### src/rtl/bf16_subtractor_seq.sv
// rtl/bf16_subtractor_seq.sv - multi-cycle bfloat16 subtractor (a - b), valid/ready in and out
// Iterative one-bit-per-cycle normalisation; truncating rounding; denormals flushed to zero.
module bf16_subtractor_seq #(
  parameter int          GUARD_BITS = 3,
  parameter logic [15:0] NAN_VALUE  = 16'h7FC0
) (
  input  logic        clk,
  input  logic        rst,
  input  logic        in_valid,
  output logic        in_ready,
  input  logic [15:0] a,
  input  logic [15:0] b,
  output logic        out_valid,
  input  logic        out_ready,
  output logic [15:0] result,
  output logic        flag_ovf,
  output logic        flag_zero
);
  localparam int          MW   = 8 + GUARD_BITS;
  localparam int          SW   = MW + 1;
  localparam logic [7:0]  MW8  = 8'(MW);

  typedef enum logic [2:0] {S_IDLE, S_ALIGN, S_ADD, S_NORM, S_DONE} state_t;

  state_t          r_state;
  logic [15:0]     r_a;
  logic [15:0]     r_b;
  logic [MW-1:0]   r_mant_l;
  logic [MW-1:0]   r_mant_s;
  logic [SW-1:0]   r_sum;
  logic [7:0]      r_exp;
  logic            r_sign;
  logic            r_eff_sub;
  logic [15:0]     r_result;
  logic            r_flag_ovf;
  logic            r_flag_zero;
  logic            r_out_valid;

  // r_b already carries the inverted sign, so both operands are in effective-add form
  logic            w_zero_a, w_zero_b, w_inf_a, w_inf_b, w_nan_a, w_nan_b;
  logic            w_a_larger;
  logic [7:0]      w_exp_l, w_exp_s, w_shift;
  logic [6:0]      w_frac_l, w_frac_s;
  logic            w_sign_l;
  logic [MW-1:0]   w_mant_s_full, w_mant_s_al;
  logic            w_special, w_special_zero;
  logic [15:0]     w_special_res;
  logic [SW-1:0]   w_sum;

  assign w_zero_a = (r_a[14:7] == 8'h00);
  assign w_zero_b = (r_b[14:7] == 8'h00);
  assign w_inf_a  = (r_a[14:7] == 8'hFF) && (r_a[6:0] == 7'h00);
  assign w_inf_b  = (r_b[14:7] == 8'hFF) && (r_b[6:0] == 7'h00);
  assign w_nan_a  = (r_a[14:7] == 8'hFF) && (r_a[6:0] != 7'h00);
  assign w_nan_b  = (r_b[14:7] == 8'hFF) && (r_b[6:0] != 7'h00);

  assign w_a_larger    = (r_a[14:0] >= r_b[14:0]);
  assign w_exp_l       = w_a_larger ? r_a[14:7] : r_b[14:7];
  assign w_exp_s       = w_a_larger ? r_b[14:7] : r_a[14:7];
  assign w_frac_l      = w_a_larger ? r_a[6:0]  : r_b[6:0];
  assign w_frac_s      = w_a_larger ? r_b[6:0]  : r_a[6:0];
  assign w_sign_l      = w_a_larger ? r_a[15]   : r_b[15];
  assign w_shift       = w_exp_l - w_exp_s;
  assign w_mant_s_full = {1'b1, w_frac_s, {GUARD_BITS{1'b0}}};
  assign w_mant_s_al   = (w_shift >= MW8) ? '0 : (w_mant_s_full >> w_shift);

  always_comb begin
    w_special      = 1'b1;
    w_special_zero = 1'b0;
    w_special_res  = 16'h0000;
    if (w_nan_a || w_nan_b) begin
      w_special_res = NAN_VALUE;
    end else if (w_inf_a && w_inf_b) begin
      w_special_res = (r_a[15] == r_b[15]) ? r_a : NAN_VALUE;
    end else if (w_inf_a) begin
      w_special_res = r_a;
    end else if (w_inf_b) begin
      w_special_res = r_b;
    end else if (w_zero_a && w_zero_b) begin
      w_special_zero = 1'b1;
    end else if (w_zero_a) begin
      w_special_res = r_b;
    end else if (w_zero_b) begin
      w_special_res = r_a;
    end else begin
      w_special = 1'b0;
    end
  end

  assign w_sum = r_eff_sub ? ({1'b0, r_mant_l} - {1'b0, r_mant_s})
                           : ({1'b0, r_mant_l} + {1'b0, r_mant_s});

  always_ff @(posedge clk or posedge rst) begin
    if (rst) begin
      r_state     <= S_IDLE;
      r_a         <= 16'h0000;
      r_b         <= 16'h0000;
      r_mant_l    <= '0;
      r_mant_s    <= '0;
      r_sum       <= '0;
      r_exp       <= 8'h00;
      r_sign      <= 1'b0;
      r_eff_sub   <= 1'b0;
      r_result    <= 16'h0000;
      r_flag_ovf  <= 1'b0;
      r_flag_zero <= 1'b0;
      r_out_valid <= 1'b0;
    end else begin
      case (r_state)
        S_IDLE: begin
          if (in_valid) begin
            r_a         <= a;
            r_b         <= {~b[15], b[14:0]};
            r_flag_ovf  <= 1'b0;
            r_flag_zero <= 1'b0;
            r_state     <= S_ALIGN;
          end
        end
        S_ALIGN: begin
          if (w_special) begin
            r_result    <= w_special_res;
            r_flag_zero <= w_special_zero;
            r_state     <= S_DONE;
          end else begin
            r_mant_l  <= {1'b1, w_frac_l, {GUARD_BITS{1'b0}}};
            r_mant_s  <= w_mant_s_al;
            r_exp     <= w_exp_l;
            r_sign    <= w_sign_l;
            r_eff_sub <= r_a[15] ^ r_b[15];
            r_state   <= S_ADD;
          end
        end
        S_ADD: begin
          if (w_sum == '0) begin
            r_result    <= 16'h0000;
            r_flag_zero <= 1'b1;
            r_state     <= S_DONE;
          end else begin
            r_sum   <= w_sum;
            r_state <= S_NORM;
          end
        end
        S_NORM: begin
          if (r_sum[SW-1]) begin
            // carry out: one right shift suffices, fraction sits one bit higher
            if (r_exp == 8'hFE) begin
              r_result   <= {r_sign, 8'hFF, 7'h00};
              r_flag_ovf <= 1'b1;
            end else begin
              r_result <= {r_sign, r_exp + 8'd1, r_sum[MW-1 -: 7]};
            end
            r_state <= S_DONE;
          end else if (r_sum[MW-1]) begin
            r_result <= {r_sign, r_exp, r_sum[MW-2 -: 7]};
            r_state  <= S_DONE;
          end else begin
            r_sum <= r_sum << 1;
            r_exp <= r_exp - 8'd1;
            if (r_exp == 8'd1) begin
              r_result    <= 16'h0000;
              r_flag_zero <= 1'b1;
              r_state     <= S_DONE;
            end
          end
        end
        S_DONE: begin
          if (!r_out_valid) begin
            r_out_valid <= 1'b1;
          end else if (out_ready) begin
            r_out_valid <= 1'b0;
            r_state     <= S_IDLE;
          end
        end
        default: r_state <= S_IDLE;
      endcase
    end
  end

  assign in_ready  = (r_state == S_IDLE) && !rst;
  assign out_valid = r_out_valid;
  assign result    = r_result;
  assign flag_ovf  = r_flag_ovf;
  assign flag_zero = r_flag_zero;

endmodule
### config.mk
export PLATFORM = sky130hd
export DESIGN_NAME = bf16_subtractor_seq
export DESIGN_NICKNAME = d
export VERILOG_FILES = /design/src/rtl/bf16_subtractor_seq.sv
export SDC_FILE = /design/constraint.sdc
export NUM_CORES = 1
export LEC_CHECK = 0
export ABC_CLOCK_PERIOD_IN_PS = 3800
export BUFFER_PORTS_ARGS = -buffer_cell sky130_fd_sc_hd__buf_2
export CAP_MARGIN = 20
export CELL_PAD_IN_SITES_DETAIL_PLACEMENT = 1
export CELL_PAD_IN_SITES_GLOBAL_PLACEMENT = 1
export CORE_UTILIZATION = 42
export CTS_CLUSTER_DIAMETER = 50
export DETAILED_ROUTE_END_ITERATION = 6
export PLACE_DENSITY_LB_ADDON = 0.1
export RECOVER_POWER = 50
export SYNTH_ARGS = -nofsm -noshare
export SYNTH_HDL_FRONTEND = slang
export SYNTH_SLANG_ARGS = --single-unit
### constraint.sdc
create_clock -name clk -period 3.8 [get_ports clk]
set_input_delay 0.19 -clock clk [delete_from_list [all_inputs] [get_ports clk]]
set_output_delay 0.19 -clock clk [all_outputs]
set_load 0.01 [all_outputs]
# --- After elaboration in Yosys (flattened, before gate mapping) ---
# Index checks and enable logic that the tools add are counted.
totals:
  register_bits: 95
  latch_bits: 0
  ram_bits: 0
  mem_bits_ro: 0
  input_bits: 36
  output_inout_bits: 20
  n_memories: 0
op_classes:
  addsub: 5
  multipliers: 0
  div_mod_pow: 0
  magnitude_cmp: 2
  eq_ne: 22
  n_shift: 1
  muxes: 63
  n_bitwise: 3
  n_reduce_logical: 32
ops:
  columns: ["op", "n"]
  rows:
  - ["16-bit 2-to-1 mux", 13]
  - ["16-bit one-hot mux with 3 select lines", 1]
  - ["8-bit 2-to-1 mux", 5]
  - ["12-bit 2-to-1 mux", 3]
  - ["8-bit == test (second input constant)", 3]
  - ["3-bit 2-to-1 mux", 8]
  - ["2-bit inequality test (second input constant)", 12]
  - ["12-bit one-hot mux with 2 select lines", 1]
  - ["1-bit 2-to-1 mux", 23]
  - ["11-bit 2-to-1 mux", 2]
  - ["4-bit AND reduction", 5]
  - ["8-bit logical NOT", 2]
  - ["8-bit one-hot mux with 2 select lines", 1]
  - ["15-bit >= comparator", 1]
  - ["15-bit 2-to-1 mux", 1]
  - ["3-bit one-hot mux with 5 select lines", 1]
  - ["7-bit logical NOT", 2]
  - ["7-bit 2-to-1 mux", 2]
  - ["7-bit nonzero test", 2]
  - ["11-bit by 11-bit adder with 12-bit output", 1]
  - ["12-bit logical NOT", 1]
  - ["11-bit by 11-bit subtractor with 12-bit output", 1]
  - ["11-bit by 8-bit >> shifter with 11-bit output", 1]
  - ["8-bit by 1-bit adder with 8-bit output (second input constant)", 1]
  - ["other kinds (23)", 35]

# --- Depth between registers and ports, before layout ---
# Gate-level depths: netlist (run 1).
logic_depth:
  word_depth: 10
  mapped_depth: 20
  mapped_depth_nobuf: 18

# --- Worst setup path after synthesis (run 1) ---
# No wires, ideal clock.
synth_timing:
  kind: "reg-to-reg"
  from: "reg r_b[12]"
  to: "reg r_mant_s[1]"
  t_arrival_ps: 3557
  required_ps: 3699
  setup_slack_ps: 142
  path_stages_with_launch: 20
  path_buffers: 4
  path_cell_list: "dfrtp_1 -> inv_1 -> ha_1 -> clkbuf_1 -> and4_1 -> nand3_1 -> o211ai_1 -> buf_2 -> nand2_1 -> and2_1 -> ha_1 -> clkbuf_1 -> nand2b_1 -> buf_1 -> o22ai_1 -> o21ai_0 -> o311ai_0 -> nor3_1 -> a21oi_1 -> o32ai_1"
synth_between:
  elab_chain_len: 10
  word_cells_on_any_way: 24
synth_lines:
  columns: ["element", "line_no", "source"]
  rows:
  - ["from (decl)", "27", "logic [15:0] r_b;"]
  - ["from (signal assigned)", "113", "r_b <= {~b[15], b[14:0]};"]
  - ["parallel branches: the longest is 10 deep, another holds 15-bit >= comparator", null, null]
  - ["to (signal assigned)", "126", "r_mant_s <= w_mant_s_al;"]
  - ["to (decl)", "29", "logic [MW-1:0] r_mant_s;"]
# Several ways; the timed one is not identified.
# A chain may end at the register's enable or synchronous reset.

# --- Final worst setup path (run 1) ---
layout_timing:
  from: "reg r_b[10]"
  to: "reg r_mant_s[2]"
# Same word-level chain as after synthesis.

==> results of run 1 <==
## cells in the mapped netlist, types with 8 or more instances
cell / instances / area share (%)
mux2_4: 9 / 2.0
a31oi_1: 10 / 0.90
nor2b_1: 15 / 1.4
nor3_1: 19 / 1.4
a22oi_1: 19 / 2.1
nand3_1: 22 / 1.6
inv_1: 44 / 2.4
mux2i_1: 22 / 3.2
nor4_1: 9 / 0.81
a21oi_1: 54 / 3.9
dfrtp_1: 95 / 34
ha_1: 38 / 6.9
mux2_2: 36 / 5.9
nor2_1: 68 / 3.7
o21ai_0: 85 / 6.2
nand2_1: 88 / 4.8
xnor2_1: 8 / 1.0
o22ai_1: 8 / 0.72
clkbuf_1: 32 / 1.7
## timing repair
action,4_1_cts,5_1_grt
buffers inserted,1,6
endpoints found under the setup margin,4,11
cloned,0,0
resized for setup,2,17
hold buffers,1,1
pin swaps,0,4
hold endpoints to repair,1,15
## final cells by class
class,instances,area (um2)
fillers,1939,7920
repair buffers,113,698.2
flip-flops and latches,95,2381
well taps,216,270.3
multi-input cells,631,4250
inverters,44,166.4
clock inverters,3,67.56
clock buffers,12,246.5
## final timing paths
kind                                to  slack, ns  cells past startpoint
max                        r_mant_s[2]       0.16                     16
min                             r_b[5]       0.04                      3
max reg2reg                r_mant_s[2]       0.16                     16
min reg2reg                     r_sign       0.50                      2
max in group asynchronous      r_b[12]       0.99                      5
min in group asynchronous   r_state[2]       0.47                      3
## registers in the layout, summed over array words and instances (netlist names)
name and cells:
r_mant_l 8, r_a 16, result 16, r_eff_sub 1
r_sign 1, flag_ovf 1, flag_zero 1, r_exp 8
r_mant_s 11, r_sum 12, r_state 3, out_valid 1
r_b 16
## worst max-delay path: stages (launching register included)
cell and delay [ns]:
dfrtp_1 0.42, inv_1 0.13, ha_4 0.24, a21oi_2 0.16, o21ai_0 0.11, a21oi_1 0.20, o211ai_1 0.14, or2_2 0.32
and2_1 0.15, ha_1 0.33, nand2b_1 0.30, o22ai_1 0.12, o21ai_0 0.23, o211ai_1 0.17, nor3_1 0.20, a31oi_1 0.09
o31ai_1 0.22
## placed cells by master, fill, tap and decap left out, types with 10 or more instances in the layout
cell type	count
a21oi_1	52
a22oi_1	19
a31oi_1	10
buf_2	35
buf_4	53
clkbuf_1	22
dfrtp_1	92
ha_1	32
inv_1	41
mux2_2	36
mux2i_1	22
nand2_1	88
nand3_1	22
nor2_1	68
nor2b_1	15
nor3_1	19
o21ai_0	82
## cells by family (layout without fill, tap and decap cells)
family	Yosys count	after routing	share of synthesized area (%)
and+or+nand+nor	271	271	18.68
muxes	67	67	11.00
xor gates and xnor gates	10	10	1.267
adders and majority gates	39	39	7.167
DFF	95	95	34.39
buffers and inverters	89	172	5.195
AOI/OAI and AO/OA	244	244	22.30
## stage by stage
step | instance area, um2 | hold WS [ns] | utilization [%] | std cells | TNS, ns
finish | 8080 | 0.03771 | 50.50 | 1114 | 0
global route | 8080 | 0.05101 | 50.50 | 1114 | -0.5288
CTS | 7973 | 0.03077 | 49.83 | 1105 | 0
detailed placement | 7639 | 0.3741 | 47.74 | 1088 | -0.1266
global placement | 7639 | 0.3632 | 47.74 | 1088 | 0
floorplan | 6913 | 0.2748 | - | 815 | 0
## layer usage
layer | track usage [%] | up-vias | routed length (um)
li1 | - | 3118 | -
met1 | 37.32 | 3258 | 10740
met2 | 44.93 | 127 | 10600
met3 | 4.551 | 32 | 849
met4 | 8.960 | 0 | 403
met5 | 0 | - | 0
==> impl_metrics.ini, run 1 <==
[run_status]
status = finished, violations left
violations = max-capacitance violations, max-slew violations

[logic_synthesis]
netlist_instances = 815
netlist_area_um2 = 6913
async_reset_ff_share_pct = 100.0
yosysWarnings = 0
ys_types = 71
avgSynthCellArea_um2 = 8.482
synthesis.nets = 890
yosys_register_bits = 95
synth_edf_count = 0
synth_ff_type = dfrtp_1
synth_seq_area_share_pct = 34.39

[cts]
clk_path_buf_depth = 2
cts_buffers = 9
root_buffer = clkbuf_16
clock_latency_ns = 0.35
tritoncts = yes
clk_pin_slew_worst_paths_ns = 0.07
htree_levels = 3
cts_sinks = 95

[sta]
skew_ns = 0.006913
slew_headroom_pct = -8.192
drv_slew = 63
fin_crit_sh_pct = 95.83
timing.final.ws_setup_ns = 0.1583
hold_viol = 0
finalSetupViolCount = 0
min_period_ns = 3.642
tightest_slew_ns = 1.623
fmax_ghz = 0.2746

[global_routing]
grt_max_degree = 78
grt_pass1_wl_mm = 35.78
grt_pass1_vias = 6758
antenna_found_initial = 0
overflow = 0
grtUsageTotal_pct = 27.63

[finish]
num-nets-final = 969
syn_to_final_growth_pct = 16.89
antenna_cells = 0
layout-drive-gt1-share_pct = 19.82

[routing]
first_pass_iters = 4
avgViaCountPerCell = 5.866
postRouteAntennaNets = 0
vias = 6535
drt_iter0_markers = 413
wirelength_mm = 22.59
drc = 0
wire_per_inst_um = 20.28

[placement]
place_congestion = 0.8860
numPortBuffers = 55
preCtsSetupSlack_ns = -0.07073
dp_hpwl_mm = 17.11

[worst_setup_path]
crit_arrival_ns = 3.89
crit_type = register to register
crit_path_end_kind = register
crit_path_start = r_b[10]
required_ns = 4.05
cp-start-kind = register
r2r-start = r_b[10]
crit_fanout = 9

[floorplan]
fp.dieW_um = 130.3
start_util_pct = 43.20
core-area_um2 = 16000
rows = 46
io_pins = 56
fp.dieH_um = 130.3
die-area_um2 = 16980

[worst_hold_path]
min_from = b[5]
hold_path.class = input port to register

[job]
drv_cap = 1
Power of run 1 is left out: the tool's default activity adds up to more than one toggle a clock period on the data nets, which glitch-free logic cannot reach.
==> inputs of run 2 (changes only) <==
- ABC_AREA: not set -> 1
- CORE_UTILIZATION: 42 -> 40
==> run 2 against run 1 <==
Effect of this change:
- final cell count rose by 15%
- count of clock-buffer cells in the layout stayed put
- clock skew is 0.0014 ns higher
- die area grew 5.3%
- setup slack better by 0.099 ns
- register-to-register slack improved by 0.099 ns
- via count rose by 7.2%
- the flow still finishes with violations (max-capacitance violations, max-slew violations)
- area after synthesis increased by 0.38%
- hold slack worse by 0.0023 ns
==> impl_metrics.ini, run 2 <==
[run_status]
status = finished, violations left
violations = max-capacitance violations, max-slew violations

[global_routing]
antenna_found_initial = 0
overflow = 0
grt_pass1_wl_mm = 38.90
grt_max_degree = 43
grtUsageTotal_pct = 28.05
grt_pass1_vias = 7291

[sta]
fmax_ghz = 0.2822
fin_crit_sh_pct = 93.24
tightest_slew_ns = 1.737
slew_headroom_pct = -16.44
finalSetupViolCount = 0
hold_viol = 0
rsz0062_at_grt = no
drv_slew = 64
min_period_ns = 3.543
timing.final.ws_setup_ns = 0.2570
skew_ns = 0.008269
tns_ns = 0

[floorplan]
rows = 47
io_pins = 56
core-area_um2 = 16760
die-area_um2 = 17880
fp.dieW_um = 133.7
start_util_pct = 41.40
fp.dieH_um = 133.7

[finish]
final_cell_mix = nand2_1 (259), inv_1 (133), o21ai_0 (121), dfrtp_1 (95), nor2_1 (60)
final_common_cell = nand2_1
layout-drive-gt1-share_pct = 10.82
syn_to_final_growth_pct = 13.23
antenna_cells = 0
num-nets-final = 1133
utilization_pct = 46.88

[logic_synthesis]
synth_edf_count = 0
synth_top_cell_area_share_pct = 34.26
yosysWarnings = 0
yosys_register_bits = 95
synth_area_leader_cell = dfrtp_1
yosysMostFrequentCell = nand2_1
ys_types = 51
netlist_area_um2 = 6939
synth_ff_type = dfrtp_1
async_reset_ff_share_pct = 100.0
synthesis.nets = 1074
synth.top_cells.by_count = nand2_1 (259), inv_1 (134), o21ai_0 (121), dfrtp_1 (95), nor2_1 (61)
avgSynthCellArea_um2 = 6.946
synth_seq_area_share_pct = 34.26
synthTopCellsByArea = dfrtp_1 (34%), nand2_1 (14%), o21ai_0 (8.7%)
netlist_instances = 999

[routing]
wire_per_inst_um = 18.43
avgViaCountPerCell = 5.462
first_pass_iters = 5
wirelength_mm = 23.64
drt_iter0_markers = 435
vias = 7008
drc = 0
postRouteAntennaNets = 0

[placement]
place_congestion = 0.9063
dp_hpwl_mm = 18.84
numPortBuffers = 55
preCtsSetupSlack_ns = 0.2140

[job]
drv_cap = 2

[worst_setup_path]
crit_chain = inv_1, ha_2, nand2_1, inv_2, nand2_2, nor2_2, nand2_2, nand3_4, buf_4, nand2_2, nand2_2, nand3_2, nand3_1, nand2_1, nand2_1, nand2_1, nand2_2, and2_4, nand3_2, nor2_1, nand3_1, nand2_1
cpPeakStageDelay_ns = 0.45
crit_path_end_kind = register
crit_arrival_ns = 3.84
required_ns = 4.09
crit_family = simple AND/OR/NAND/NOR gates
cp-start-kind = register
crit_type = register to register
crit_slowest_cell = dfrtp_1
crit_buf_inv = 3
crit_fanout = 12

[cts]
htree_levels = 3
cts_sinks = 95
tritoncts = yes
clock_latency_ns = 0.35
clk_pin_slew_worst_paths_ns = 0.07
clk_path_buf_depth = 2
cts_buffers = 9
post_cts.repair.setup_buffers = 0
root_buffer = clkbuf_16

[worst_hold_path]
hold_path.class = input port to register
## run 2: changes by cell type after synthesis, moves of 9 or more
cell	delta
o22ai_1	+18
nand4_1	+16
nor3_1	-12
nand2_1	+171
o21ai_0	+36
mux2_2	-36
nand2_2	+14
inv_1	+90
clkbuf_1	-12
nand3_1	+32
nor2b_1	-15
a22oi_1	-17
mux2_4	-9
mux2i_1	-19
## run 2: cell families (layout without fill, tap and decap cells)
family	after synthesis	after routing	synth area share [%]
AO/OA/AOI/OAI	240	240	19.26
AND/OR/NAND/NOR	440	440	27.75
XOR/XNOR	14	14	1.767
adder cells (fa/ha/maj)	39	39	7.140
buffers and inverters	168	232	9.394
multiplexers	3	3	0.4328
flip-flops	95	95	34.26
## run 2: path summary, 6_finish.rpt
check	to	cells past startpoint	slack [ns]	from
setup / recovery	r_mant_s[3]	22	0.26	r_b[11]
hold / removal	r_a[8]	3	0.04	a[8]
setup reg to reg	r_mant_s[3]	22	0.26	r_b[11]
hold reg to reg	result[6]	2	0.48	result[6]
max in group asynchronous	r_a[8]	4	0.90	rst
min in group asynchronous	result[14]	3	0.81	rst
## run 2: per-stage QoR
step	hold WS, ns	instances	area (um2)
finish	0.03542	1283	7858
floorplan	0.2984	999	6939
CTS	0.02997	1283	7873
global route	0.04036	1283	7858
detailed placement	0.2755	1266	7530
global placement	0.2736	1266	7530
## run 2: timing repair
item | 4_1_cts | 5_1_grt
hold buffers | 1 | 0
setup endpoints to repair | 0 | 9
resized for setup | 0 | 4
endpoints found under the hold margin | 36 | 0
## run 2: per-layer routing
layer	track usage, %	routed length [um]	up-vias
li1	-	-	3422
met1	39.68	11570	3418
met2	45.48	10880	143
met3	2.131	810	25
met4	8.460	382	0
met5	0	0	-
## run 2: worst reg2reg max path, stage by stage, from the launching register on
cell	delay (ns)
dfrtp_1	0.45
inv_1	0.14
ha_2	0.42
nand2_1	0.11
inv_2	0.10
nand2_2	0.07
nor2_2	0.12
nand2_2	0.14
nand3_4	0.16
buf_4	0.23
nand2_2	0.09
nand2_2	0.09
nand3_2	0.09
nand3_1	0.15
nand2_1	0.10
nand2_1	0.08
nand2_1	0.06
nand2_2	0.21
and2_4	0.28
nand3_2	0.15
nor2_1	0.12
nand3_1	0.07
nand2_1	0.06
## run 2: final cells by class
class / count / area [um2]
fill: 2256 / 8902
clock inverter: 4 / 76.32
timing repair buffer: 77 / 411.6
tap: 220 / 275.3
multi-input combinational: 736 / 3935
clock buffer: 12 / 256.5
inverter: 139 / 525.5
sequential: 95 / 2377
Power of run 2 is left out for the same reason.
==> inputs of run 3 (changes only) <==
- CORE_MARGIN: not set -> 5
- SETUP_SLACK_MARGIN: not set -> 0.05
==> run 3 against run 2 <==
Effect of this change:
- the run still ends with max-capacitance violations, max-slew violations left
- sequential cell count stayed put
- die area increased by 12%
- via count down 0.13%
- utilization is 0.88 points lower
- final cell count up 0.55%
- fmax rose by 1.7%
- hold slack worse by 0.0011 ns
- largest cell class unchanged
- highest routed layer unchanged
==> impl_metrics.ini, run 3 (synthesized netlist as in run 2, its figures left out) <==
[run_status]
status = finished, violations left
violations = max-capacitance violations, max-slew violations

[sta]
hold-worst-slack_ns = 0.03429
hold_viol = 0
finalSetupViolCount = 0
rsz0062_at_grt = no
min_period_ns = 3.484
drv_slew = 58
tns_ns = 0
slew_headroom_pct = -74.69
fin_crit_sh_pct = 91.68
fmax_ghz = 0.2870
tightest_slew_ns = 2.606
skew_ns = 0.01153

[routing]
wire_per_inst_um = 17.97
wirelength_mm = 23.18
drt_iter0_markers = 359
postRouteAntennaNets = 0
drc = 0
first_pass_iters = 5
vias = 6999
avgViaCountPerCell = 5.426

[floorplan]
start_util_pct = 40.40
rows = 48
die-area_um2 = 20080
fp.dieW_um = 141.7
fp.dieH_um = 141.7
io_pins = 56
core-area_um2 = 17180

[worst_setup_path]
cp-start-kind = register
r2r_setup_slack_ns = 0.32
crit_fanout = 8
r2r-start = r_b[11]
crit_path_end_kind = register
crit_type = register to register
crit_arrival_ns = 3.78
r2r_end = r_mant_s[5]
required_ns = 4.09
ff2ff_path_depth = 21

[finish]
layout-drive-gt1-share_pct = 12.02
final_cell_mix = nand2_1 (259), inv_1 (132), o21ai_0 (121), dfrtp_1 (95), nor2_1 (60)
final_common_cell = nand2_1
antenna_cells = 0
num-nets-final = 1135
n_fill_cell = 2292
syn_to_final_growth_pct = 13.88
multi_input_area_um2 = 3930
final-seq-area_um2 = 2377
utilization_pct = 46.01

[cts]
tritoncts = yes
clk_pin_slew_worst_paths_ns = 0.07
cts_sinks = 95
clock_latency_ns = 0.36
root_buffer = clkbuf_16
cts_hold_buf = 0
htree_levels = 3
cts_buffers = 9
clk_path_buf_depth = 2

[job]
drv_cap = 1

[placement]
place_congestion = 0.9390
dp_hpwl_mm = 18.55
numPortBuffers = 55

[worst_hold_path]
min_from = b[9]
holdPathEnd = r_b[9]
min_path_cells = 3
hold_path.class = input port to register

[global_routing]
grt_pass1_vias = 7164
overflow = 0
grt_max_degree = 58
grt_pass1_wl_mm = 37.88
grtUsageTotal_pct = 23.54
antenna_found_initial = 0
run 3: cell count changes in the layout (fill, tap and decap cells not counted), sizes merged:
| cell | previous run | this run |
|---|---|---|
| dlygate4sd3 | 1 | 0 |
| buf | 54 | 66 |
| clkinv | 0 | 1 |
| clkbuf | 34 | 23 |
| bufinv | 2 | 3 |
run 3: final cells by class:
class	instances	area share, %
flip-flops and latches	95	30.08
well taps	225	3.562
clock buffers	10	3.024
repair buffers	79	5.494
clock inverters	6	1.457
inverters	139	6.650
multi-input cells	736	49.73
run 3: worst max-delay path, cell delays in order, from the launching register on:
cell and delay, ns:
dfrtp_1 0.47, inv_1 0.15, ha_1 0.42, nand2_1 0.12, inv_2 0.09, nand2_2 0.07, nor2_2 0.12, nand2_2 0.15
nand3_4 0.17, buf_4 0.14, nand2_2 0.05, nand2_2 0.07, nand3_2 0.09, nand3_1 0.16, nand2_1 0.08, nand2_2 0.15
inv_2 0.10, a21oi_2 0.26, nand3_2 0.12, nor2_1 0.22, nand3_1 0.13, nand2_1 0.08
run 3: layer usage:
metal  track usage, %  wire length (um)
met1            33.67             11310
met2            38.59             10590
met3            1.651               893
met4            6.364               383
met5                0                 0
run 3: worst max path at each step:
stage | to | slack [ns] | from | cells after the start
floorplan | r_mant_s[4] | 0.97 | r_b[7] | 25
CTS | r_mant_s[5] | 0.12 | r_b[10] | 20
finish | r_mant_s[5] | 0.32 | r_b[11] | 21
detailed placement | r_mant_s[5] | 0.16 | r_b[10] | 20
global placement | r_mant_s[4] | 0.25 | r_b[10] | 20
global route | r_mant_s[0] | 0.04 | r_b[10] | 22
run 3: timing repair:
item	4_1_cts	5_1_grt
endpoints found under the setup margin	0	11
gates resized for setup	0	5
setup buffers	0	5
run 3: stage by stage:
step                instances  setup slack [ns]  instance area, um2
finish                   1290            0.3163                7903
floorplan                 999            0.9694                6939
detailed placement       1269            0.1647                7521
global placement         1269            0.2545                7521
global route             1290           0.03583                7903
CTS                      1285            0.1175                7875
Power of run 3 is left out for the same reason.
